===== config.mk =====
export PLATFORM = sky130hd
export DESIGN_NAME = id_scan_ctrl
export DESIGN_NICKNAME = d
export VERILOG_FILES = /design/src/rtl/id_scan_pkg.sv /design/src/rtl/id_char_class.sv /design/src/rtl/id_scan_ctrl.sv
export SDC_FILE = /design/constraint.sdc
export NUM_CORES = 1
export LEC_CHECK = 0
export ABC_AREA = 1
export BUFFER_PORTS_ARGS = -buffer_cell sky130_fd_sc_hd__buf_2
export CORE_MARGIN = 10
export CORE_UTILIZATION = 45
export DETAILED_ROUTE_END_ITERATION = 10
export HOLD_SLACK_MARGIN = 0.1
export PLACE_DENSITY = 0.71
export SKIP_LAST_GASP = 1
export SYNTH_ARGS = -nofsm -noshare
export SYNTH_HDL_FRONTEND = slang
export SYNTH_SLANG_ARGS = --single-unit

===== constraint.sdc =====
create_clock -name clk -period 2.1 [get_ports clk]
set_clock_uncertainty 0.2 [all_clocks]
set_input_delay 0.42 -clock clk [delete_from_list [all_inputs] [get_ports clk]]
set_output_delay 0.42 -clock clk [all_outputs]
set_load 0.01 [all_outputs]

===== src/rtl/id_scan_pkg.sv =====
// id_scan_pkg -- shared encodings for the identifier scanner.
//   ctrl_state_e : control FSM states (IDLE, RUN, FLUSH, DONE)
//   cls_state_e  : token class FSM states (NONE, ALPHA, NUM)
//   char_class_e : per-character class codes (OTHER, LETTER, DIGIT)
//   ASCII_*      : inclusive bounds of the letter and digit ranges
//   in_range()   : inclusive range test on an 8-bit character
package id_scan_pkg;

    typedef enum logic [1:0] {
        CTRL_IDLE  = 2'd0,
        CTRL_RUN   = 2'd1,
        CTRL_FLUSH = 2'd2,
        CTRL_DONE  = 2'd3
    } ctrl_state_e;

    typedef enum logic [1:0] {
        CLS_NONE  = 2'd0,
        CLS_ALPHA = 2'd1,
        CLS_NUM   = 2'd2
    } cls_state_e;

    typedef enum logic [1:0] {
        CC_OTHER  = 2'd0,
        CC_LETTER = 2'd1,
        CC_DIGIT  = 2'd2
    } char_class_e;

    localparam logic [7:0] ASCII_UC_A = 8'h41;
    localparam logic [7:0] ASCII_UC_Z = 8'h5A;
    localparam logic [7:0] ASCII_LC_A = 8'h61;
    localparam logic [7:0] ASCII_LC_Z = 8'h7A;
    localparam logic [7:0] ASCII_D0   = 8'h30;
    localparam logic [7:0] ASCII_D9   = 8'h39;

    function automatic logic in_range(input logic [7:0] c,
                                      input logic [7:0] lo,
                                      input logic [7:0] hi);
        return (c >= lo) && (c <= hi);
    endfunction

endpackage


===== src/rtl/id_char_class.sv =====
// id_char_class -- combinational ASCII character classifier.
//   char_i  [7:0] : ASCII character
//   class_o       : CC_LETTER for A-Z / a-z, CC_DIGIT for 0-9, CC_OTHER otherwise
module id_char_class
    import id_scan_pkg::*;
(
    input  logic [7:0]  char_i,
    output char_class_e class_o
);

    always_comb begin
        class_o = CC_OTHER;
        if (in_range(char_i, ASCII_UC_A, ASCII_UC_Z) ||
            in_range(char_i, ASCII_LC_A, ASCII_LC_Z)) begin
            class_o = CC_LETTER;
        end else if (in_range(char_i, ASCII_D0, ASCII_D9)) begin
            class_o = CC_DIGIT;
        end
    end

endmodule


===== src/rtl/id_scan_ctrl.sv =====
// id_scan_ctrl -- scans an ASCII stream for identifier tokens: a letter,
// followed by letters/digits, containing at least one digit at its end
// position when terminated (class state NUM). Reports each token length.
//
// Ports:
//   clk, rst_n             : clock, asynchronous active-low reset
//   start                  : begin a stream (ignored unless idle)
//   char_valid/char_i/char_last : character input; char_i carries the
//                            character (the bare name "char" is a reserved word)
//   char_ready             : high while streaming (RUN)
//   tok_valid/tok_len      : one-cycle token pulse and its length (held otherwise)
//   busy, done             : not idle / one-cycle end-of-stream pulse
//   id_count               : tokens found in the current stream
//
// Configuration: define ID_SCAN_STATS_EN to build the id_count counter;
// otherwise id_count is tied to zero.
module id_scan_ctrl
    import id_scan_pkg::*;
#(
    parameter int LEN_W = 5,
    parameter int CNT_W = 8
) (
    input  logic             clk,
    input  logic             rst_n,
    input  logic             start,
    input  logic             char_valid,
    input  logic [7:0]       char_i,
    input  logic             char_last,
    output logic             char_ready,
    output logic             tok_valid,
    output logic [LEN_W-1:0] tok_len,
    output logic             busy,
    output logic             done,
    output logic [CNT_W-1:0] id_count
);

    localparam logic [LEN_W-1:0] LEN_MAX = {LEN_W{1'b1}};

    ctrl_state_e      ctrl_q;
    cls_state_e       cls_q, cls_d;
    logic [LEN_W-1:0] len_q, len_d;
    logic             tok_valid_q;
    logic [LEN_W-1:0] tok_len_q;
    logic             ready_q, busy_q, done_q;
    char_class_e      cc;
    logic             consume;
    logic             emit_other;
    logic             emit_last;

    id_char_class u_class (
        .char_i  (char_i),
        .class_o (cc)
    );

    assign consume = char_valid && ready_q;

    // Class FSM and length counter next state for the character on the bus.
    always_comb begin
        cls_d = cls_q;
        len_d = len_q;
        unique case (cc)
            CC_LETTER: cls_d = CLS_ALPHA;
            CC_DIGIT:  cls_d = (cls_q == CLS_NONE) ? CLS_NONE : CLS_NUM;
            default:   cls_d = CLS_NONE;
        endcase
        if (cc == CC_LETTER && cls_q == CLS_NONE) begin
            len_d = LEN_W'(1);
        end else if (cc != CC_OTHER && cls_q != CLS_NONE && len_q != LEN_MAX) begin
            len_d = len_q + LEN_W'(1);
        end
    end

    // A separator after a NUM token emits on the next cycle. A token still
    // open (NUM) after the last character is emitted during FLUSH; because
    // tok_valid is registered, that decision is taken as the last character
    // is consumed. The two cases are exclusive, so a separator that is also
    // the last character yields exactly one pulse.
    assign emit_other = consume && (cc == CC_OTHER) && (cls_q == CLS_NUM);
    assign emit_last  = consume && char_last && (cls_d == CLS_NUM);

    always_ff @(posedge clk or negedge rst_n) begin
        if (!rst_n) begin
            ctrl_q      <= CTRL_IDLE;
            cls_q       <= CLS_NONE;
            len_q       <= '0;
            tok_valid_q <= 1'b0;
            tok_len_q   <= '0;
            ready_q     <= 1'b0;
            busy_q      <= 1'b0;
            done_q      <= 1'b0;
        end else begin
            tok_valid_q <= 1'b0;
            done_q      <= 1'b0;
            unique case (ctrl_q)
                CTRL_IDLE: begin
                    if (start) begin
                        ctrl_q  <= CTRL_RUN;
                        cls_q   <= CLS_NONE;
                        len_q   <= '0;
                        ready_q <= 1'b1;
                        busy_q  <= 1'b1;
                    end
                end
                CTRL_RUN: begin
                    if (consume) begin
                        cls_q <= cls_d;
                        len_q <= len_d;
                        if (emit_other) begin
                            tok_valid_q <= 1'b1;
                            tok_len_q   <= len_q;
                        end else if (emit_last) begin
                            tok_valid_q <= 1'b1;
                            tok_len_q   <= len_d;
                        end
                        if (char_last) begin
                            ctrl_q  <= CTRL_FLUSH;
                            ready_q <= 1'b0;
                        end
                    end
                end
                CTRL_FLUSH: begin
                    ctrl_q <= CTRL_DONE;
                    done_q <= 1'b1;
                end
                default: begin
                    ctrl_q <= CTRL_IDLE;
                    busy_q <= 1'b0;
                end
            endcase
        end
    end

    assign char_ready = ready_q;
    assign tok_valid  = tok_valid_q;
    assign tok_len    = tok_len_q;
    assign busy       = busy_q;
    assign done       = done_q;

`ifdef ID_SCAN_STATS_EN
    localparam logic [CNT_W-1:0] CNT_MAX = {CNT_W{1'b1}};
    logic [CNT_W-1:0] id_count_q;

    always_ff @(posedge clk or negedge rst_n) begin
        if (!rst_n) begin
            id_count_q <= '0;
        end else if (ctrl_q == CTRL_IDLE && start) begin
            id_count_q <= '0;
        end else if (tok_valid_q && id_count_q != CNT_MAX) begin
            id_count_q <= id_count_q + CNT_W'(1);
        end
    end

    assign id_count = id_count_q;
`else
    assign id_count = '0;
`endif

endmodule


* Word-level counts from Yosys, hierarchy flattened
Cells that the tools add are included.
** Storage, ports and cells
- Register bits :: 18
- Word-level logic and storage cells :: 79
- Bits of input ports :: 13
- Output and inout bits :: 17
** Cells by class
- Eq/ne operators :: 10
- $lt $le $gt $ge :: 6
- $add $sub $neg :: 1
- Bitwise logic cells :: 1
- Mux-type cells :: 28
- Reductions and logical operators :: 25
** Operator list (count)
- 5-bit 2-to-1 mux :: 6
- 8-bit by 7-bit greater-or-equal comparator with 1-bit output, second input constant :: 2
- 8-bit by 7-bit less-or-equal comparator with 1-bit output, second input constant :: 2
- 2-bit 2-to-1 mux :: 8
- 1-bit logical AND :: 11
- 5-bit case mux with 2 select lines :: 1
- 3-bit AND reduction :: 3
- 2-bit equality test, second input constant :: 4
- 8-bit by 6-bit greater-or-equal comparator with 1-bit output, second input constant :: 1
- 8-bit by 6-bit less-or-equal comparator with 1-bit output, second input constant :: 1
- 1-bit 2-to-1 mux :: 8
- 2-bit case mux with 2 select lines :: 2
- 2-bit nonzero test :: 4
- 2-bit zero test :: 3
- 2-bit inequality test, second input constant :: 3
- 2-bit case mux with 3 select lines :: 1
- 5-bit by 1-bit adder with 5-bit output, second input constant :: 1
- 5-bit inequality test, second input constant :: 1
- 2-bit by 1-bit equality test with 1-bit output, second input constant :: 2
- 1-bit case mux with 2 select lines :: 2
- 4-bit AND reduction :: 1
- 2-bit AND reduction :: 1
- 2-bit OR reduction :: 1
- 1-bit logical OR :: 1
- 1-bit NOT :: 1

* Logic depth before layout (Yosys ltp)
- Depth in word-level cells :: 12
- Gate-level depth with buffers :: 12
- Mapped depth without buffers :: 12

* Modules after synthesis
From an unflattened synthesis, not the netlist that was laid out.
** Second synthesis, totals
- Cells, all modules :: 155
- Area, all modules :: 1192.4 um^2
** Modules (own cells, without submodules)
- id_scan_ctrl :: cells an instance 135, times used 1, area each 1104.8 um^2, sequential area each 450.4 um^2
- id_char_class :: cells an instance 20, times used 1, area each 87.6 um^2, sequential area each 0.0 um^2

* Worst setup path before layout
OpenSTA, ideal clock, no wires.
- Path kind :: register -> register
- From :: register len_q[0]
- To :: register len_q[0]
- Library setup time :: 0.117 ns
- Cell stages (with the launch flop) :: 10
- Arrival time :: 1.440 ns
- Buffers on the path :: 0
- Setup slack :: 0.343 ns
- Path through :: dfrtp_1 ha_1 and3_1 ha_1 inv_1 nand3_2 nand2_1 nand3_1 nand2_1 nand2_1
** Between the ends
- Cells in the longest elaborated chain, start to end :: 6
- Elaborated cells on any way between the ends :: 7
** Ends and longest elaborated chain
- from (decl) :: line id_scan_ctrl.sv:41 : logic [LEN_W-1:0] len_q, len_d;
- from (signal assigned) :: line id_scan_ctrl.sv:107 : len_q <= len_d;
- branches (longest 2 deep; another with 5-bit by 1-bit adder with 5-bit output)
- 5-bit 2-to-1 mux (*) :: line id_scan_ctrl.sv:68 : end else if (cc != CC_OTHER && cls_q != CLS_NONE && len_q != LEN_MAX) begin
- 5-bit 2-to-1 mux (*) :: line id_scan_ctrl.sv:66 : if (cc == CC_LETTER && cls_q == CLS_NONE) begin
- 5-bit 2-to-1 mux (*) :: line id_scan_ctrl.sv:105 : if (consume) begin
- 5-bit case mux with 2 select lines (*) :: line id_scan_ctrl.sv:94 : unique case (ctrl_q)
Every way passes the cells marked *. The select of a mux whose other input is x is not followed.
A chain may end at the register's enable or synchronous reset.

* Worst setup path in the final report
Ends and elaborated chain as after synthesis.

==> impl_metrics.ini <==
[placed_design]
io_buffers = 21
gp_congestion = 0.872
dp_hpwl_microns = 1990

[critical_path]
r2r_start = len_q[0]$_DFFE_PN0P_
start_kind = flop
worst-path-max-fanout = 6
worst-r2r-setup-slack_ns = 0.17
worstSetupPathType = reg -> reg
setup.worst_path.start = len_q[0]$_DFFE_PN0P_
crit_arrival_ns = 1.94
crit_path_end_kind = flop
worstRegToRegCells = 9
required_ns = 2.10
reg2reg_to = len_q[0]$_DFFE_PN0P_

[clock_tree]
cts_tree = yes
clk_transition_reported_paths_ns = 0.11
cts_resized = 0
cts_buffers = 3
clk_path_buf_depth = 2
worstSkewPairLatency_ns = 0.29
clock-sinks = 18
htreeDepth = 1
cts-root-buf = clkbuf_4

[sta]
max_freq_mhz = 517
post-route-period-util_pct = 92.1
slew_viol_final = 0
setup_violations = 0
post-route-min-period_ns = 1.93
rsz0062_at_grt = no
hold_viol = 0
final.setup.tns_ns = 0

[grt]
antenna_found_initial = 0
grt_usage_pct = 10.1
grt_pass1_vias = 1063
grt_pass1_wl_microns = 4350
overflow = 0
grt_max_degree = 19

[status]
outcome = finished clean

[synth]
synth_top_area_share_pct = 39.6
synth-seq-cells = 18
synth_compound_area_share_pct = 6.28
netlist_area_sq_mm = 0.00114
synth_top_family_by_area = simple AND/OR/NAND/NOR gates
yosysTopAreaCell = dfrtp_1
netlist_instances = 150
yosys_most_used_dff = dfrtp_1
synth-simple-area-share_pct = 35.0
synth_edf_count = 0
synth_area_leaders = dfrtp_1 40%, nand2_1 16%, ha_1 6.6%, nand3_1 5.3%, buf_4 5.3%
synth.most_common_cell = nand2_1
yosys_warnings = 0
async_flop_share_pct = 100
synth-xor-area-share_pct = 1.54
synth_common_cells = 48 x nand2_1, 18 x dfrtp_1, 14 x inv_1
synth_mux_area_share_pct = 0
seq_area_frac_synth_pct = 39.6
synth_cell_types = 24
synthAdderAreaFrac_pct = 6.61
syn_area_per_cell_sq_um = 7.57

[floorplan]
die_area_sq_mm = 0.00493
core_area_sq_mm = 0.00243
num_rows = 18
die_h_microns = 70.2
die_w_microns = 70.2
boundaryPins = 30
start_util_pct = 46.7

[min_path]
min_from = char_i[7]
hold_class = in -> reg
whs_path_depth = 4
min_to = cls_q[1]$_DFFE_PN0P_

[drt]
postRouteWirelength_microns = 2500
ant_nets = 0
drt_iter0_drc = 53
wl_per_cell_microns = 11.9
viasPerCell = 4.95
dr_total_vias = 1034
dr.pass1.iters = 4
route.detailed.drc = 0

[layout]
num-fill-cells = 232
finalNetCount = 199
antenna_cells = 0
layout-drive-gt1-share_pct = 21.2
areaGrowthSynthToFinish_pct = 16.3

[power]
power.density_mw_per_mm2 = 857
irDropWorstVdd_uv = 653
p_total_mw = 1.13
power_leakage_nw = 0.755

[job]
maxCapViolCount = 0
## power breakdown
part	switching, mW	internal, mW	total (mW)
logic	0.286	0.187	0.473
clock network	0.111	0.106	0.216
registers	0.0385	0.405	0.444
total	0.435	0.698	1.13
## state kept, by name, indices dropped and copies added (netlist names)
name,cells
len_q,5
tok_len,5
char_ready,1
tok_valid,1
done,1
busy,1
cls_q,2
ctrl_q,2
## worst max path at each step
stage	endpoint	depth (start not counted)
floorplan	len_q[0]$_DFFE_PN0P_	9
global placement	tok_len[0]$_DFFE_PN0P_	8
detailed placement	tok_len[0]$_DFFE_PN0P_	11
CTS	len_q[0]$_DFFE_PN0P_	9
global route	tok_len[3]$_DFFE_PN0P_	9
finish	len_q[0]$_DFFE_PN0P_	9
## what timing repair did
| item | 4_1_cts | 5_1_grt |
|---|---|---|
| setup buffers | 0 | 2 |
| endpoints found under the hold margin | 18 | 0 |
| hold buffers | 1 | 0 |
| setup endpoints to repair | 0 | 1 |
## stage by stage
| step | worst slack (ns) | utilization (%) | hold slack, ns | cell area, sq um | instances |
|---|---|---|---|---|---|
| 6_report | 0.167 | 54.3 | 0.261 | 1320 | 209 |
| 5_1_grt | 0.0470 | 54.3 | 0.279 | 1320 | 209 |
| 4_1_cts | 0.176 | 53.7 | 0.254 | 1310 | 207 |
| 3_5_place_dp | 0.187 | 51.8 | 0.181 | 1260 | 202 |
| 3_3_place_gp | 0.205 | 51.8 | 0.163 | 1260 | 202 |
| 2_1_floorplan | 0.343 | - | -0.0756 | 1160 | 157 |
## critical path: stages (launching register included)
cell and delay [ns]:
dfrtp_1 0.44, ha_1 0.24, and3_1 0.19, ha_1 0.17
inv_1 0.16, nand3_2 0.15, nand2_1 0.08, nand3_1 0.09
nand2_1 0.08, nand2_1 0.05
## layer usage
| layer | wire length (microns) | global-route usage, % |
|---|---|---|
| met5 | 0 | 0 |
| met4 | 8 | 3.07 |
| met3 | 131 | 2.97 |
| met2 | 1250 | 17.7 |
| met1 | 1100 | 11.5 |
## placed cells by master (no fill, tap or decap), drive strengths merged
cell type    count
a21oi            1
and3             1
buf             25
clkbuf           4
conb             8
dfrtp           18
dlygate4sd3      1
ha               6
inv             16
nand2           50
nand3           14
nand4            6
nor2            13
nor3             1
nor3b            1
o211ai           1
o21ai            8
o31ai            1
or2              2
xnor2            1
xor2             1
## cells by family (layout without fill, tap and decap cells)
family                     Yosys count  in the layout
adders and majority gates            6              6
other                                1              8
xor gates and xnor gates             2              2
buffers and inverters               24             46
DFF                                 18             18
AOI/OAI and AO/OA                   11             11
and+or+nand+nor                     88             88
## cell type report
type	instances	area (sq um)	share of cell area (%)
Clock buffer	4	36.3	2.75
Inverter	16	60.1	4.55
Multi-Input combinational cell	115	592	44.8
Sequential cell	18	450	34.1
Tap cell	30	37.5	2.84
Timing Repair Buffer	26	145	11.0
(Power assumes the default switching activity.)
